$ cat src/rtl/speed_ctrl_pkg.sv
// Shared types for the speed controller: operand width, speed type and FSM states.
package speed_ctrl_pkg;

    localparam int SPEED_W = 20;

    typedef logic [SPEED_W-1:0] speed_t;

    typedef enum logic [1:0] {
        IDLE,
        HOLD_WAIT,
        REPEAT,
        BLOCKED
    } state_t;

endpackage

$ cat src/rtl/speed_controller_debounce.sv
// Active-low raw button -> 2-flop synchronizer -> stable-count debouncer.
// level is active-high (1 = pressed) and follows the input after STABLE_CYCLES of agreement.
module debounce #(
    parameter int STABLE_CYCLES = 1000000
) (
    input  logic clk,
    input  logic reset,
    input  logic din_n,
    output logic level
);

    localparam int CW = $clog2(STABLE_CYCLES) + 1;
    localparam logic [CW-1:0] CNT_LAST = CW'(STABLE_CYCLES - 1);

    logic          sync1;
    logic          sync2;
    logic [CW-1:0] cnt;
    logic          pressed;

    assign pressed = ~sync2;

    always_ff @(posedge clk) begin
        if (reset) begin
            sync1 <= 1'b1;
            sync2 <= 1'b1;
            cnt   <= '0;
            level <= 1'b0;
        end else begin
            sync1 <= din_n;
            sync2 <= sync1;
            if (pressed != level) begin
                if (cnt == CNT_LAST) begin
                    level <= pressed;
                    cnt   <= '0;
                end else begin
                    cnt <= cnt + 1'b1;
                end
            end else begin
                cnt <= '0;
            end
        end
    end

endmodule

$ cat src/rtl/speed_controller.sv
// Push-button speed setter: debounced up/down presses step a saturating 20-bit
// speed with hold-to-auto-repeat; feeds clock_divider.speed.
module speed_controller
    import speed_ctrl_pkg::*;
#(
    parameter int BASE_SPEED      = 50000000,
    parameter int MIN_SPEED       = 50,
    parameter int MAX_SPEED       = 1000000,
    parameter int INIT_SPEED      = 1000,
    parameter int STEP            = 50,
    parameter int DEBOUNCE_CYCLES = 1000000,
    parameter int REPEAT_DELAY    = 25000000,
    parameter int REPEAT_PERIOD   = 5000000
) (
    input  logic               clk,
    input  logic               reset,
    input  logic               btn_up_n,
    input  logic               btn_down_n,
    output logic [SPEED_W-1:0] speed,
    output logic               at_min,
    output logic               at_max,
    output logic               changed
);

    if (MIN_SPEED <= 0 || STEP <= 0 || INIT_SPEED < MIN_SPEED || INIT_SPEED > MAX_SPEED ||
        longint'(MAX_SPEED) >= (64'd1 << SPEED_W) ||
        longint'(BASE_SPEED) >= longint'(MIN_SPEED) * (64'd1 << SPEED_W) ||
        DEBOUNCE_CYCLES < 1 || REPEAT_DELAY < 1 || REPEAT_PERIOD < 1) begin : g_param_check
        $error("speed_controller: illegal parameter combination");
    end

    localparam int CNT_MAX = (REPEAT_DELAY > REPEAT_PERIOD) ? REPEAT_DELAY : REPEAT_PERIOD;
    localparam int CNT_W   = $clog2(CNT_MAX) + 1;
    localparam logic [CNT_W-1:0] DELAY_LAST  = CNT_W'(REPEAT_DELAY - 1);
    localparam logic [CNT_W-1:0] PERIOD_LAST = CNT_W'(REPEAT_PERIOD - 1);

    // After reset the debounced levels read "released" until a held button has
    // propagated through the debouncer; presses seen in that window are treated as held-through-reset.
    localparam int SETTLE   = DEBOUNCE_CYCLES + 3;
    localparam int SETTLE_W = $clog2(SETTLE + 1);
    localparam logic [SETTLE_W-1:0] SETTLE_LAST = SETTLE_W'(SETTLE);

    localparam speed_t MIN_S  = speed_t'(MIN_SPEED);
    localparam speed_t MAX_S  = speed_t'(MAX_SPEED);
    localparam speed_t INIT_S = speed_t'(INIT_SPEED);
    localparam logic [SPEED_W:0] STEP_X     = (SPEED_W + 1)'(STEP);
    localparam logic [SPEED_W:0] MAX_X      = (SPEED_W + 1)'(MAX_SPEED);
    localparam logic [SPEED_W:0] MIN_STEP_X = (SPEED_W + 1)'(MIN_SPEED + STEP);

    logic up_lvl, dn_lvl;
    logic press_up, press_dn, press_both, held_same, settling;

    state_t             state, state_nxt;
    logic [CNT_W-1:0]   cnt, cnt_nxt;
    logic               dir_up, dir_up_nxt;
    logic               step_req;
    logic [SETTLE_W-1:0] settle_cnt;

    logic [SPEED_W:0] up_sum, dn_diff;
    speed_t           up_val, dn_val, speed_nxt;

    debounce #(.STABLE_CYCLES(DEBOUNCE_CYCLES)) u_db_up (
        .clk   (clk),
        .reset (reset),
        .din_n (btn_up_n),
        .level (up_lvl)
    );

    debounce #(.STABLE_CYCLES(DEBOUNCE_CYCLES)) u_db_down (
        .clk   (clk),
        .reset (reset),
        .din_n (btn_down_n),
        .level (dn_lvl)
    );

    assign press_up   = up_lvl & ~dn_lvl;
    assign press_dn   = dn_lvl & ~up_lvl;
    assign press_both = up_lvl & dn_lvl;
    assign held_same  = dir_up ? press_up : press_dn;
    assign settling   = (settle_cnt != SETTLE_LAST);

    always_comb begin
        state_nxt  = state;
        cnt_nxt    = cnt;
        dir_up_nxt = dir_up;
        step_req   = 1'b0;
        case (state)
            IDLE: begin
                if (press_both || (settling && (press_up || press_dn))) begin
                    state_nxt = BLOCKED;
                end else if (press_up || press_dn) begin
                    step_req   = 1'b1;
                    dir_up_nxt = press_up;
                    cnt_nxt    = '0;
                    state_nxt  = HOLD_WAIT;
                end
            end
            HOLD_WAIT: begin
                if (held_same) begin
                    if (cnt == DELAY_LAST) begin
                        step_req  = 1'b1;
                        cnt_nxt   = '0;
                        state_nxt = REPEAT;
                    end else begin
                        cnt_nxt = cnt + 1'b1;
                    end
                end else if (up_lvl || dn_lvl) begin
                    state_nxt = BLOCKED;
                end else begin
                    state_nxt = IDLE;
                end
            end
            REPEAT: begin
                if (held_same) begin
                    if (cnt == PERIOD_LAST) begin
                        step_req = 1'b1;
                        cnt_nxt  = '0;
                    end else begin
                        cnt_nxt = cnt + 1'b1;
                    end
                end else if (up_lvl || dn_lvl) begin
                    state_nxt = BLOCKED;
                end else begin
                    state_nxt = IDLE;
                end
            end
            BLOCKED: begin
                if (!up_lvl && !dn_lvl) begin
                    state_nxt = IDLE;
                end
            end
            default: state_nxt = IDLE;
        endcase
    end

    // Saturating step evaluated one bit wider so neither direction can wrap.
    always_comb begin
        up_sum  = {1'b0, speed} + STEP_X;
        dn_diff = {1'b0, speed} - STEP_X;
        up_val  = (up_sum > MAX_X) ? MAX_S : up_sum[SPEED_W-1:0];
        dn_val  = ({1'b0, speed} < MIN_STEP_X) ? MIN_S : dn_diff[SPEED_W-1:0];
        speed_nxt = speed;
        if (step_req) begin
            speed_nxt = dir_up_nxt ? up_val : dn_val;
        end
    end

    always_ff @(posedge clk) begin
        if (reset) begin
            state      <= IDLE;
            cnt        <= '0;
            dir_up     <= 1'b1;
            settle_cnt <= '0;
            speed      <= INIT_S;
            changed    <= 1'b0;
        end else begin
            state   <= state_nxt;
            cnt     <= cnt_nxt;
            dir_up  <= dir_up_nxt;
            speed   <= speed_nxt;
            changed <= (speed_nxt != speed);
            if (settling) begin
                settle_cnt <= settle_cnt + 1'b1;
            end
        end
    end

    assign at_min = (speed == MIN_S);
    assign at_max = (speed == MAX_S);

endmodule

$ cat config.mk
export PLATFORM = sky130hd
export DESIGN_NAME = speed_controller
export DESIGN_NICKNAME = d
export VERILOG_FILES = /design/src/rtl/speed_ctrl_pkg.sv /design/src/rtl/speed_controller_debounce.sv /design/src/rtl/speed_controller.sv
export SDC_FILE = /design/constraint.sdc
export NUM_CORES = 1
export LEC_CHECK = 0
export BUFFER_PORTS_ARGS = -buffer_cell sky130_fd_sc_hd__buf_4
export CAP_MARGIN = 20
export CELL_PAD_IN_SITES_DETAIL_PLACEMENT = 2
export CELL_PAD_IN_SITES_GLOBAL_PLACEMENT = 2
export CORE_MARGIN = 2
export CORE_UTILIZATION = 32
export CTS_CLUSTER_DIAMETER = 50
export DETAILED_ROUTE_END_ITERATION = 8
export GPL_ROUTABILITY_DRIVEN = 0
export HOLD_SLACK_MARGIN = 0.15
export PLACE_DENSITY = 0.74
export SYNTH_ARGS = -nofsm -noshare
export SYNTH_HDL_FRONTEND = slang
export SYNTH_SLANG_ARGS = --single-unit
$ cat constraint.sdc
create_clock -name clk -period 3.65 [get_ports clk]
set_input_delay 0.73 -clock clk [delete_from_list [all_inputs] [get_ports clk]]
set_output_delay 0.73 -clock clk [all_outputs]
set_load 0.01 [all_outputs]
==> flow_summary.ini <==
[outcome]
run_status = complete, no violations

[sta]
slew_viol_final = 0
worstMarginPinSlew_ns = 0.833
fmax_ghz = 0.290
min_period_ns = 3.45
finalHoldViolCount = 0
finalSetupTns_ns = 0
worst_slack_ns = 0.196
setup_viol = 0
fin_skew_ns = 0.0102
relSlewSlack_pct = 44.0
fin_crit_sh_pct = 94.6

[layout]
layout-drive-gt1-share_pct = 14.6
layout_commonest_cell = nor2_1
layout_common_cells = nor2_1 (135), dfxtp_1 (116), buf_4 (80)
nFillCells = 2486
synthToLayoutAreaGrowth_pct = 19.6
final_nets = 996
antennaDiodeCount = 0
final_cells = 1268
finalInstanceArea_um2 = 8640

[route]
wire_per_inst_um = 21.3
drt-total-wl_um = 27000
dr.pass1.iters = 5
vias_per_cell = 5.84
antenna_left = 0
drc = 0
vias = 7399
drtIter0Drc = 477

[synthesis]
synthDistinctLibCells = 76
synthesis.area_um2 = 7220
synth_edf_count = 0
yosys_most_used_dff = dfxtp_1
synth_seq_area_share_pct = 32.7
syn_nets = 954
syn_avg_cell_area_um2 = 7.74
yosys_warnings = 0
yosys_register_bits = 118
synth_top_cell_area_share_pct = 32.7
yosysTopAreaCell = dfxtp_1
async_flop_share_pct = 0
ys_top_cells_by_area = dfxtp_1 (33%), nor2_1 (7.0%), xor2_1 (6.3%)
netlist_instances = 933

[hold_path]
hold_path_class = reg2reg
hold_depth = 1

[global_route]
grt_pass1_wl_um = 43700
overflow = 0
antenna_found_initial = 0
grt_pass1_vias = 7789
grt_max_degree = 54
grt.total_usage_pct = 23.0

[floorplanning]
core-area_um2 = 22000
die_h_um = 154
initial_core_util_pct = 32.9
die_area_um2 = 23800
dieWidth_um = 154
placementRows = 54
num_io_pins = 27

[cts]
clk_latency_ns = 0.43
root_buffer = clkbuf_16
path_clk_slew_ns = 0.06
clock_path_buffers = 2
holdBufCountCts = 0
cts_buffers = 17
ctsHtreeMaxLevel = 4
cts_tree = done
clock_sinks = 118

[placed_design]
dpl_cell_area_um2 = 7950
place_ws_ns = 0.0938
io_buffers = 26
dp.cells = 1235
dp_hpwl_um = 19100

[setup_path]
cp.required_ns = 3.96
cp-start-kind = flip-flop
crit_arrival_ns = 3.77
worstPathMaxFanout = 9
path_class = reg2reg
crit_path_end_kind = flip-flop
r2r_cells = 11

[run]
drv_cap = 0

[power_and_ir_drop]
p_per_area_nw_per_um2 = 395
ir_drop_mv = 0.282
leakage_nw = 2.96
design_power_total_mw = 3.41
==> metrics by stage <==
| stage | utilization, % | hold slack, ns |
|---|---|---|
| detailed placement | 36.2 | 0.407 |
| floorplan | - | 0.389 |
| global route | 39.3 | 0.431 |
| global placement | 36.2 | 0.393 |
| CTS | 39.0 | 0.421 |
| finish | 39.3 | 0.418 |
==> routing by layer <==
| layer | routed length, µm | track usage (%) | up-vias |
|---|---|---|---|
| li1 | - | - | 3482 |
| met3 | 1160 | 4.71 | 32 |
| met1 | 12700 | 31.1 | 3723 |
| met2 | 12600 | 37.4 | 162 |
| met4 | 484 | 6.59 | 0 |
| met5 | 0 | 0 | - |
==> final cells by class <==
| type | count | area [µm²] | share of cell area, % |
|---|---|---|---|
| Sequential cell | 118 | 2360 | 27.4 |
| Clock inverter | 13 | 169 | 1.96 |
| Clock buffer | 19 | 453 | 5.24 |
| Timing Repair Buffer | 81 | 606 | 7.01 |
| Inverter | 20 | 75.1 | 0.869 |
| Multi-Input combinational cell | 737 | 4620 | 53.5 |
| Tap cell | 280 | 350 | 4.06 |
==> state kept, by name (all words and copies together) (netlist names), 2 cells and up <==
name / flops
speed: 20
state: 2
settle_cnt: 20
cnt: 26
u_db_down.cnt: 21
u_db_up.cnt: 21
==> kinds of logic after synthesis <==
kind of cell	share of synthesized area, %
multiplexers	0.554
flip-flops	32.7
AO/OA/AOI/OAI	18.3
buffers and inverters	4.42
AND/OR/NAND/NOR	31.0
XOR/XNOR	10.1
adder cells (fa/ha/maj)	2.95
==> synth_stat cells, types with 17 or more instances <==
master / number
a21oi_1: 44
and3_1: 23
clkbuf_1: 50
dfxtp_1: 118
ha_1: 17
inv_1: 20
nand2_1: 74
nand3_1: 49
nand4_1: 20
nor2_1: 135
nor3_1: 35
nor4_1: 23
o21ai_0: 35
or3_1: 18
xnor2_1: 31
xor2_1: 52
==> report_power, final <==
group          switching (mW)  internal, mW  leakage, nW
Sequential             0.0233          1.31        0.954
Clock                   0.697          1.12        0.293
Combinational           0.176        0.0872         1.72
Total                   0.896          2.51         2.96
==> timing repair <==
action / CTS / global route
setup buffers: 0 / 0
endpoints found under the setup margin: 0 / 5
gates resized for setup: 0 / 14
==> worst max-delay path: stages (launching register included) <==
cell      delay, ns
dfxtp_1        0.35
buf_4          0.19
a311o_1        0.39
or4b_2         0.67
a22o_1         0.25
a41oi_1        0.30
o211a_1        0.28
buf_4          0.20
nor3_1         0.07
a211oi_1       0.23
a21oi_1        0.07
a221o_1        0.36
==> final timing paths <==
path	from	end	slack, ns
worst min-delay path	u_db_down.sync1$_SDFF_PP1_	u_db_down.sync2$_SDFF_PP1_	0.42
worst min register to register	u_db_down.sync1$_SDFF_PP1_	u_db_down.sync2$_SDFF_PP1_	0.42
worst max-delay path	speed[1]$_SDFF_PP0_	speed[7]$_SDFF_PP1_	0.20
worst max register to register	speed[1]$_SDFF_PP0_	speed[7]$_SDFF_PP1_	0.20
Note: power is estimated with default switching activity, not from simulation.
